$ cat src/rtl/vga_capture.sv
// VGA timing capture: measures hsync/vsync cadence, locks onto a stable mode and
// strobes active-area pixels with their coordinates and colour.
//
// state   | meaning
// SEARCH  | waiting for a vsync rise to begin a measurement frame
// MEASURE | one frame of line-length consistency checks before trusting the mode
// LOCKED  | mode stable; capturing pixels and watching for timing violations
module vga_capture #(
  parameter int H_START  = 45,
  parameter int H_ACTIVE = 640,
  parameter int V_START  = 31,
  parameter int V_ACTIVE = 480
) (
  input  logic        clk_25,
  input  logic        rst,
  input  logic [4:0]  red,
  input  logic [4:0]  green,
  input  logic [4:0]  blue,
  input  logic        hsync,
  input  logic        vsync,
  output logic        pix_valid,
  output logic [10:0] pix_x,
  output logic [10:0] pix_y,
  output logic [4:0]  pix_red,
  output logic [4:0]  pix_green,
  output logic [4:0]  pix_blue,
  output logic        frame_start,
  output logic        locked,
  output logic        sync_err,
  output logic [10:0] line_len,
  output logic [10:0] frame_lines
);

  typedef enum logic [1:0] {SEARCH, MEASURE, LOCKED} state_t;

  localparam logic [10:0] CNT_MAX = 11'h7FF;
  localparam logic [10:0] H_LO    = 11'(H_START);
  localparam logic [10:0] H_HI    = 11'(H_START + H_ACTIVE);
  localparam logic [10:0] V_LO    = 11'(V_START);
  localparam logic [10:0] V_HI    = 11'(V_START + V_ACTIVE);
  localparam logic [11:0] V_MIN   = 12'(V_START + V_ACTIVE);

  state_t      state_q, state_d;
  logic        hs_q, vs_q;
  logic        seen_vs_q, seen_vs_d;
  logic [10:0] h_cnt_q, h_cnt_d, v_cnt_q, v_cnt_d;
  logic [10:0] line_len_q, line_len_d, frame_lines_q, frame_lines_d;
  logic        pix_valid_q, pix_valid_d, frame_start_q, frame_start_d;
  logic        sync_err_q, sync_err_d;
  logic [10:0] pix_x_q, pix_x_d, pix_y_q, pix_y_d;
  logic [4:0]  pix_red_q, pix_red_d, pix_green_q, pix_green_d, pix_blue_q, pix_blue_d;

  logic        hs_rise, vs_rise, viol, in_win;
  logic [10:0] h_len;
  logic [11:0] v_len;

  always_comb begin
    hs_rise = hsync & ~hs_q;
    vs_rise = vsync & ~vs_q;
    h_len   = h_cnt_q + 11'd1;
    v_len   = {1'b0, v_cnt_q} + 12'd1;

    h_cnt_d = hs_rise ? 11'd0 : ((h_cnt_q == CNT_MAX) ? h_cnt_q : h_cnt_q + 11'd1);
    v_cnt_d = v_cnt_q;
    if (vs_rise)                           v_cnt_d = 11'd0;
    else if (hs_rise && v_cnt_q != CNT_MAX) v_cnt_d = v_cnt_q + 11'd1;

    line_len_d    = hs_rise ? h_len : line_len_q;
    seen_vs_d     = seen_vs_q | vs_rise;
    // The first vsync rise only starts a frame; there is no full frame to measure yet.
    frame_lines_d = (vs_rise && seen_vs_q) ? v_len[10:0] : frame_lines_q;

    state_d = state_q;
    viol    = 1'b0;
    case (state_q)
      SEARCH: if (vs_rise) state_d = MEASURE;
      MEASURE: begin
        if (hs_rise && h_len != line_len_q) state_d = SEARCH;
        else if (vs_rise)                   state_d = (v_len >= V_MIN) ? LOCKED : SEARCH;
      end
      LOCKED: begin
        viol = (hs_rise && h_len != line_len_q) ||
               (vs_rise && v_len != {1'b0, frame_lines_q}) ||
               (h_cnt_q == CNT_MAX);
        if (viol) state_d = SEARCH;
      end
      default: state_d = SEARCH;
    endcase

    in_win = (state_q == LOCKED) && !viol &&
             (h_cnt_q >= H_LO) && (h_cnt_q < H_HI) &&
             (v_cnt_q >= V_LO) && (v_cnt_q < V_HI);

    pix_valid_d   = in_win;
    pix_x_d       = in_win ? h_cnt_q - H_LO : pix_x_q;
    pix_y_d       = in_win ? v_cnt_q - V_LO : pix_y_q;
    pix_red_d     = in_win ? red   : 5'd0;
    pix_green_d   = in_win ? green : 5'd0;
    pix_blue_d    = in_win ? blue  : 5'd0;
    frame_start_d = in_win && (h_cnt_q == H_LO) && (v_cnt_q == V_LO);
    sync_err_d    = viol;
  end

  always_ff @(posedge clk_25) begin
    if (rst) begin
      state_q       <= SEARCH;
      hs_q          <= 1'b1;
      vs_q          <= 1'b1;
      seen_vs_q     <= 1'b0;
      h_cnt_q       <= '0;
      v_cnt_q       <= '0;
      line_len_q    <= '0;
      frame_lines_q <= '0;
      pix_valid_q   <= 1'b0;
      pix_x_q       <= '0;
      pix_y_q       <= '0;
      pix_red_q     <= '0;
      pix_green_q   <= '0;
      pix_blue_q    <= '0;
      frame_start_q <= 1'b0;
      sync_err_q    <= 1'b0;
    end else begin
      state_q       <= state_d;
      hs_q          <= hsync;
      vs_q          <= vsync;
      seen_vs_q     <= seen_vs_d;
      h_cnt_q       <= h_cnt_d;
      v_cnt_q       <= v_cnt_d;
      line_len_q    <= line_len_d;
      frame_lines_q <= frame_lines_d;
      pix_valid_q   <= pix_valid_d;
      pix_x_q       <= pix_x_d;
      pix_y_q       <= pix_y_d;
      pix_red_q     <= pix_red_d;
      pix_green_q   <= pix_green_d;
      pix_blue_q    <= pix_blue_d;
      frame_start_q <= frame_start_d;
      sync_err_q    <= sync_err_d;
    end
  end

  assign locked      = (state_q == LOCKED);
  assign pix_valid   = pix_valid_q;
  assign pix_x       = pix_x_q;
  assign pix_y       = pix_y_q;
  assign pix_red     = pix_red_q;
  assign pix_green   = pix_green_q;
  assign pix_blue    = pix_blue_q;
  assign frame_start = frame_start_q;
  assign sync_err    = sync_err_q;
  assign line_len    = line_len_q;
  assign frame_lines = frame_lines_q;

endmodule

$ cat config.mk
export PLATFORM = sky130hd
export DESIGN_NAME = vga_capture
export DESIGN_NICKNAME = d
export VERILOG_FILES = /design/src/rtl/vga_capture.sv
export SDC_FILE = /design/constraint.sdc
export NUM_CORES = 1
export LEC_CHECK = 0
export BUFFER_PORTS_ARGS = -buffer_cell sky130_fd_sc_hd__buf_2
export CAP_MARGIN = 0
export CORE_UTILIZATION = 40
export DETAILED_ROUTE_END_ITERATION = 8
export GPL_TIMING_DRIVEN = 0
export SLEW_MARGIN = 25
export SYNTH_ARGS = -nofsm -noshare
export SYNTH_HDL_FRONTEND = slang
export SYNTH_SLANG_ARGS = --single-unit
$ cat constraint.sdc
create_clock -name clk_25 -period 5.2 [get_ports clk_25]
set_clock_uncertainty 0.15 [all_clocks]
set_input_delay 0.52 -clock clk_25 [delete_from_list [all_inputs] [get_ports clk_25]]
set_output_delay 0.52 -clock clk_25 [all_outputs]
set_load 0.05 [all_outputs]
* Word level (Yosys, flattened, before mapping)
Cells that the tools add are included.
** Operators by class
- $lt $le $gt $ge :: 5
- Add/sub/neg operators :: 5
- Bitwise gates (word level) :: 6
- Reductions and logical operators :: 19
- Multiplexer cells :: 7
- Equality and inequality tests :: 11
** Operators by type and width (number)
- $add A11 B1 Y11 const B :: 2
- $add A11 B1 Y12 const B :: 1
- $ge A12 B9 Y1 const B :: 1
- $ne A12 B11 Y1 :: 1
- $eq A11 B11 Y1 const B :: 1
- $eq A11 B5 Y1 const B :: 1
- $eq A11 B6 Y1 const B :: 1
- $ge A11 B5 Y1 const B :: 1
- $ge A11 B6 Y1 const B :: 1
- $logic_and A1 B1 Y1 :: 11
- $lt A11 B10 Y1 const B :: 1
- $lt A11 B9 Y1 const B :: 1
- $ne A11 B11 Y1 :: 1
- $ne A11 B11 Y1 const B :: 1
- $sub A11 B5 Y11 const B :: 1
- $sub A11 B6 Y11 const B :: 1
- $mux W2 :: 5
- $pmux W2 S3 :: 1
- $reduce_or A2 Y1 :: 3
- $ne A3 B3 Y1 const B :: 1
- $not A1 Y1 :: 3
- $reduce_and A3 Y1 :: 1
- $and A1 B1 Y1 :: 2
- $eq A2 B1 Y1 const B :: 1
- other kinds (8) :: 9
** Word-level totals
- Word-level logic and storage cells :: 69
- Input port bits :: 19
- Register bits :: 89

* Depth between registers and ports, before layout
Gate-level depths: netlist of run 1.
- Depth after elaboration :: 14
- Mapped depth :: 13
- Depth with buffers taken out :: 10

* Least setup slack after synthesis of run 1
No wires, ideal clock.
- Path kind :: register to register
- Start point :: register h_cnt_q[1]
- End point :: register pix_x_q[5], in the netlist pix_x[5]
- Path buffers :: 1
- Setup slack :: 1658 ps
- Clock period less this slack :: 3542 ps
- Data arrival time :: 3322 ps
- Cell stages (with the launch flop) :: 12
- Required time :: 4980 ps
- Library setup time :: 70 ps
- Path through :: dfxtp_1 > buf_2 > inv_1 > ha_1 > xor2_1 > a311oi_1 > o21ai_1 > or4_1 > or4_4 > o31a_4 > or4b_1 > a21oi_1
** On the way
- Word-level cells in the longest chain between the ends :: 12
- Elaborated cells on any way between the ends :: 16
- Those cells by class :: 2 x add/sub; 2 x order compare; 2 x eq/ne; 1 x mux; 9 x reduce/logical
** RTL lines
- from (decl) :: RTL line 46 : logic [10:0] h_cnt_q, h_cnt_d, v_cnt_q, v_cnt_d;
- from (signal assigned) :: RTL line 127 : h_cnt_q <= h_cnt_d;
- $add A11 B1 Y11 :: RTL line 60 : h_len = h_cnt_q + 11'd1;
- named net h_len[1] :: RTL line 54 : logic [10:0] h_len;
- $ne A11 B11 Y1 :: RTL line 82 : viol = (hs_rise && h_len != line_len_q) ||
- $logic_and A1 B1 Y1 :: RTL line 82
- $logic_or A1 B1 Y1 :: RTL line 82
- $logic_or A1 B1 Y1 :: RTL line 83 : (vs_rise && v_len != {1'b0, frame_lines_q}) ||
- $mux W1 :: RTL line 75 : case (state_q)
- $logic_not A1 Y1 :: RTL line 90 : in_win = (state_q == LOCKED) && !viol &&
- $logic_and A1 B1 Y1 (2 in series) :: RTL line 90
- $logic_and A1 B1 Y1 (2 in series) :: RTL line 91 : (h_cnt_q >= H_LO) && (h_cnt_q < H_HI) &&
- $logic_and A1 B1 Y1 :: RTL line 92 : (v_cnt_q >= V_LO) && (v_cnt_q < V_HI);
- to (signal assigned) :: RTL line 132 : pix_x_q <= pix_x_d;
- to (decl) :: RTL line 50 : logic [10:0] pix_x_q, pix_x_d, pix_y_q, pix_y_d;
The timed path passes the listed nets, and every way through them passes these cells.
A chain may end at the register's enable or synchronous reset.

* Worst setup path after layout of run 1
- Start point :: register h_cnt_q[1]
- End point :: register pix_x_q[9], in the netlist pix_x[9]
Same word-level chain as after synthesis.

==> results of run 1 <==
stage by stage:
step	cells	worst slack (ns)	hold WS, ns	area [µm²]	utilization, %
2_1_floorplan	487	1.66	0.250	4270	-
5_1_grt	719	0.883	0.218	5060	49.0
6_report	719	1.23	0.212	5060	49.0
3_3_place_gp	703	1.22	0.257	4840	46.9
4_1_cts	719	1.22	0.202	5060	49.0
3_5_place_dp	703	1.23	0.266	4840	46.9
logic make-up (layout without fill, tap and decap cells):
| family | after synthesis | after routing | share of synthesized area, % |
|---|---|---|---|
| adders and majority gates | 6 | 6 | 1.76 |
| AOI/OAI and AO/OA | 117 | 117 | 18.0 |
| muxes | 3 | 3 | 0.703 |
| and+or+nand+nor | 170 | 170 | 21.0 |
| xor gates and xnor gates | 53 | 53 | 11.7 |
| buffers and inverters | 49 | 145 | 5.01 |
| DFF | 89 | 89 | 41.7 |
registers in the layout, summed over array words and instances (netlist names), 11 cells and up:
register,cells
h_cnt_q,11
v_cnt_q,11
line_len,11
pix_y,11
pix_x,11
frame_lines,11
power groups by stage:
| stage | logic, mW | registers [mW] | clock network, mW |
|---|---|---|---|
| floorplan | 0.0628 | 0.732 | 0 |
| finish | 0.114 | 0.699 | 0.529 |
| global route | 0.123 | 0.701 | 0.565 |
| global placement | 0.112 | 0.715 | 0 |
| CTS | 0.114 | 0.699 | 0.542 |
| detailed placement | 0.113 | 0.715 | 0 |
layout by cell type, fill, tap and decap left out, types with 4 or more instances in the layout:
master,n
a211oi_1,39
clkbuf_1,26
nand3_1,23
nand2b_1,5
inv_1,7
nand2_1,20
buf_2,92
nor3_1,11
ha_1,6
a311oi_1,5
or3_1,7
clkbuf_8,9
nor3b_1,17
xnor2_1,29
o21ai_0,18
nor2_1,50
nand4_1,5
a21oi_1,36
xor2_1,21
nor4_1,5
dfxtp_1,89
or2_2,4
nor2b_1,5
routing by layer:
metal | vias to the layer above | GRT usage, % | routed length, µm
met5 | - | 0 | 0
met4 | 0 | 8.55 | 204
met3 | 16 | 3.90 | 633
met2 | 114 | 31.2 | 4870
met1 | 1797 | 28.8 | 5490
li1 | 1904 | - | -
layout make-up:
cell class              instances  area [µm²]  area share, %
well taps                     136         170           3.36
clock buffers                  10         128           2.52
clock inverters                 6        90.1           1.78
multi-input cells             349        2270           45.0
plain buffers                  42         188           3.71
inverters                       7        26.3          0.520
repair buffers                 80         400           7.92
flip-flops and latches         89        1780           35.2
worst paths after layout:
| kind | slack, ns | to |
|---|---|---|
| worst max-delay path | 1.23 | pix_x[9] |
| worst min-delay path | 0.21 | hs_q |
| worst max register to register | 1.23 | pix_x[9] |
| worst min register to register | 0.29 | state_q[0] |
==> flow_summary.yaml, run 1 <==
clock_network:
  root_buffer: "clkbuf_8"
  numCtsBuffers: 9
  postCtsHoldBufs: 0
  path_clk_slew_ns: 0.09
  cts_resized: 0
  cts-htree-levels: 3
  clockBufferDepth: 2
  insertion_delay_ns: 0.36
  cts.sinks: 89
  postCtsSetupBuffers: 0
  cts_tree: "done"
setup_path:
  worst_path_most_repeated_cell: "buf_2"
  worstSetupStartpointType: "register"
  critPathMaxFanout: 10
  cp.depth: 12
  reg2regPathDepth: 12
  crit_path_top_delay_cell: "or4_4"
  crit_required_ns: 5.27
  worstReg2RegStart: "h_cnt_q[1]"
  path_cells: "buf_2 -> inv_1 -> ha_1 -> xor2_1 -> a311oi_1 -> o21ai_1 -> or4_1 -> or4_4 -> o31a_4 -> nor2_2 -> buf_2 -> a211oi_1"
  cp_top_family: "simple AND/OR/NAND/NOR gates"
  arrival_ns: 4.04
  setup.worst_path.class: "reg2reg"
  startpoint: "h_cnt_q[1]"
  crit_buf_inv: 3
  endpoint_kind: "register"
  cpPeakStageDelay_ns: 0.58
place:
  place.gp.congestion: 0.866
  place.detailed.hpwl_um: 8460
  io_buffers: 80
synth:
  yosysMostFrequentCell: "dfxtp_1"
  syn_area_um2: 4270
  synthTopCellsByArea: "dfxtp_1, a211oi_1, xnor2_1"
  synth_area_per_cell_um2: 8.77
  synth-seq-cells: 89
  synth_flop_cell: "dfxtp_1"
  yosys.area.top_type: "dfxtp_1"
  synth_nets: 512
  synth_cell_type_count: 55
  ys.warnings.count: 0
  yosysTopAreaCellShare_pct: 41.7
  async_flop_share_pct: 0
  synthTopCellsByCount: "dfxtp_1, nor2_1, a211oi_1"
  seq_area_frac_synth_pct: 41.7
  synth_edf_count: 0
  synthCells: 487
finish:
  diodes: 0
  fillCellCount: 988
  drive_gt1_share_pct: 20.8
  fin_nets: 603
  area_delta_synth_final_pct: 18.5
routing:
  antenna_left: 0
  dr.pass1.iters: 4
  drc_errors: 0
  post_drt_wl_per_cell_um: 15.6
  vias: 3831
  routed_wl_um: 11200
  drt_iter0_markers: 260
  avgViaCountPerCell: 5.33
run:
  cap_violations: 0
global_route:
  grt_pass1_vias: 3670
  globalRouteTotalUtil_pct: 20.7
  grt_pass1_wl_um: 18200
  grt_max_degree: 16
  antenna_found_initial: 0
  grt_overflow: 0
pwr:
  intPower_mw: 1.00
  fin_total_pwr_mw: 1.34
  vdd_drop_max_mv: 0.121
  seqPwrFrac_pct: 52.1
  pwr-share-comb_pct: 8.5
  p_sw_share_pct: 25.2
  power_switching_mw: 0.338
  p_leak_nw: 1.96
  power_density_nw_per_um2: 265
  clockPowerShare_pct: 39.4
sta:
  tightest_slew_ns: 0.678
  tns_ns: 0
  final-max-slew-violation-count: 0
  relSlewSlack_pct: 54.5
  fin_crit_sh_pct: 76.3
  fmax_ghz: 0.252
  hold_viol_final: 0
  setup_viol_count_final: 0
  grt_setup_unrepaired: "false"
  fin_crit_ns: 3.97
floorplan:
  fp.dieW_um: 105
  core_area_um2: 10300
  initial_core_util_pct: 41.4
  die_y_um: 105
  boundaryPins: 82
  fp.dieArea_um2: 11100
  rows: 37
min_path:
  worstHoldStart: "hsync"
  min_path_cells: 2
  hp-class: "in2reg"
outcome:
  status: "finished clean"
Power figures use the tool's default switching activity.
==> run 2, diff against run 1 <==
--- a/config.mk
+++ b/config.mk
@@ -5,6 +5,7 @@
 export SDC_FILE = /design/constraint.sdc
 export NUM_CORES = 1
 export LEC_CHECK = 0
+export ABC_AREA = 1
 export BUFFER_PORTS_ARGS = -buffer_cell sky130_fd_sc_hd__buf_2
 export CAP_MARGIN = 0
 export CORE_UTILIZATION = 40
==> constraint.sdc (replaced) <==
create_clock -name clk_25 -period 3.9 [get_ports clk_25]
set_clock_uncertainty 0.15 [all_clocks]
set_input_delay 0.39 -clock clk_25 [delete_from_list [all_inputs] [get_ports clk_25]]
set_output_delay 0.39 -clock clk_25 [all_outputs]
set_load 0.05 [all_outputs]
==> run 2 against run 1 <==
Compared with the run above: clock power up 34%; sequential power up 34%; hold slack worse by 0.14 ns; final cell count up 27%; largest power group unchanged.
==> flow_summary.yaml, run 2 <==
routing:
  wl_met3_um: 777
  dr.pass1.iters: 4
  met2WireLength_um: 4680
  avgViaCountPerCell: 4.74
  drt_iter0_markers: 313
  post_drt_wl_per_cell_um: 12.5
  drc_errors: 0
  wl_met1_um: 5720
  vias: 4317
  antenna_left: 0
  highest_layer: "met4"
  routed_wl_um: 11400
clock_network:
  insertion_delay_ns: 0.37
  postCtsSetupBuffers: 0
  root_buffer: "clkbuf_8"
  numCtsBuffers: 9
  clockBufferDepth: 2
  postCtsHoldBufs: 0
  cts_tree: "done"
  cts_resized: 0
  cts.sinks: 89
  path_clk_slew_ns: 0.09
  cts-htree-levels: 3
sta:
  fmax_ghz: 0.330
  setup_viol_count_final: 0
  fin_crit_ns: 3.03
  fin_crit_sh_pct: 77.8
  tightest_slew_ns: 0.716
  hold_viol_final: 0
  tns_ns: 0
  grt_setup_unrepaired: "false"
  relSlewSlack_pct: 52.1
  final-max-slew-violation-count: 0
synth:
  synthTopCellsByCount: "nand2_1, nor2_1, inv_1"
  synth_edf_count: 0
  synth-seq-cells: 89
  yosys.area.top_type: "dfxtp_1"
  synthCells: 673
  async_flop_share_pct: 0
  synth_flop_cell: "dfxtp_1"
  yosysTopAreaCellShare_pct: 39.8
  synth_cell_type_count: 34
  synthTopCellsByArea: "dfxtp_1, nand2_1, nor2_1"
  synth_nets: 698
  ys.warnings.count: 0
  syn_area_um2: 4480
  synth_area_per_cell_um2: 6.65
  seq_area_frac_synth_pct: 39.8
  yosysMostFrequentCell: "nand2_1"
pwr:
  power_density_nw_per_um2: 342
  seqPwrFrac_pct: 51.8
  p_leak_nw: 2.69
  fin_total_pwr_mw: 1.80
  pwr-share-comb_pct: 8.9
  vdd_drop_max_mv: 0.131
  power_switching_mw: 0.452
  p_sw_share_pct: 25.1
  intPower_mw: 1.35
  clockPowerShare_pct: 39.3
finish:
  fillCellCount: 1161
  final_cell_area_um2: 5280
  drive_gt1_share_pct: 15.3
  fin_nets: 790
  layout_common_cells: "nand2_1, nor2_1, inv_1"
  regArea_um2: 1780
  postLayoutCoreUtil_pct: 48.5
  area_delta_synth_final_pct: 17.9
  final_common_cell: "nand2_1"
  diodes: 0
  multi_input_area_um2: 2210
outcome:
  status: "finished clean"
global_route:
  antenna_found_initial: 0
  grt_pass1_wl_um: 18600
  grt_max_degree: 15
  grt_pass1_vias: 3935
  globalRouteTotalUtil_pct: 20.8
  grt_overflow: 0
floorplan:
  boundaryPins: 82
  rows: 38
  fp.dieArea_um2: 11600
  core_area_um2: 10900
  die_y_um: 108
  fp.dieW_um: 108
  initial_core_util_pct: 41.1
place:
  io_buffers: 81
  place.gp.congestion: 0.902
  placed_area_um2: 5060
  place.detailed.hpwl_um: 8920
setup_path:
  critPathMaxFanout: 10
  setup.worst_path.class: "reg2reg"
  endpoint_kind: "register"
  arrival_ns: 3.15
  crit_required_ns: 4.02
  worstSetupStartpointType: "register"
min_path:
  hp-class: "in2reg"
run:
  cap_violations: 0
run 2: cell type report:
| type | count | share of cell area [%] |
|---|---|---|
| inverter | 101 | 7.18 |
| tap | 140 | 3.32 |
| clock inverter | 4 | 1.45 |
| multi-input combinational | 462 | 41.9 |
| sequential | 89 | 33.8 |
| timing repair buffer | 81 | 7.68 |
| buffer | 21 | 1.94 |
| clock buffer | 12 | 2.75 |
run 2: final timing paths:
path	slack, ns	end	cells after the start	startpoint
worst max-delay path	0.87	pix_y[1]	17	h_cnt_q[0]
worst min-delay path	0.07	hs_q	3	hsync
worst max register to register	0.87	pix_y[1]	17	h_cnt_q[0]
worst min register to register	0.32	seen_vs_q	2	seen_vs_q
run 2: power by group through the flow:
| stage | Clock [mW] | Sequential [mW] | Combinational, mW |
|---|---|---|---|
| 6_report | 0.708 | 0.935 | 0.161 |
| 2_1_floorplan | 0 | 0.962 | 0.106 |
| 5_1_grt | 0.775 | 0.937 | 0.182 |
| 4_1_cts | 0.732 | 0.935 | 0.161 |
| 3_3_place_gp | 0 | 0.956 | 0.159 |
| 3_5_place_dp | 0 | 0.956 | 0.160 |
run 2: logic make-up after synthesis:
family,share of synthesized area (%)
adder cells (fa/ha/maj),1.68
AND/OR/NAND/NOR,35.7
XOR/XNOR,3.44
buffers and inverters,10.8
flip-flops,39.8
AO/OA/AOI/OAI,8.66
run 2: through the flow:
stage	hold WS (ns)	worst slack, ns	instances
2_1_floorplan	0.286	1.48	673
3_3_place_gp	0.295	0.930	894
3_5_place_dp	0.304	0.911	894
4_1_cts	0.0630	0.884	910
5_1_grt	0.0578	0.633	910
6_report	0.0742	0.867	910
run 2: per-layer routing:
metal	GRT usage, %	up-vias
met2	31.5	127
li1	-	2313
met1	28.4	1861
met4	7.83	0
met5	0	-
met3	4.78	16
run 2: worst max-delay path, stage by stage, from the launching register on:
cell	delay (ns)
dfxtp_1	0.57
inv_2	0.12
ha_1	0.40
xnor2_1	0.18
nand2_1	0.09
nor2_1	0.13
nand2_1	0.07
inv_1	0.05
nand2_1	0.06
nor2_1	0.09
nand3_1	0.12
nand2_1	0.15
nand2_1	0.08
nor2_1	0.20
buf_2	0.24
nand4_1	0.10
nand2_1	0.09
nor2_1	0.05
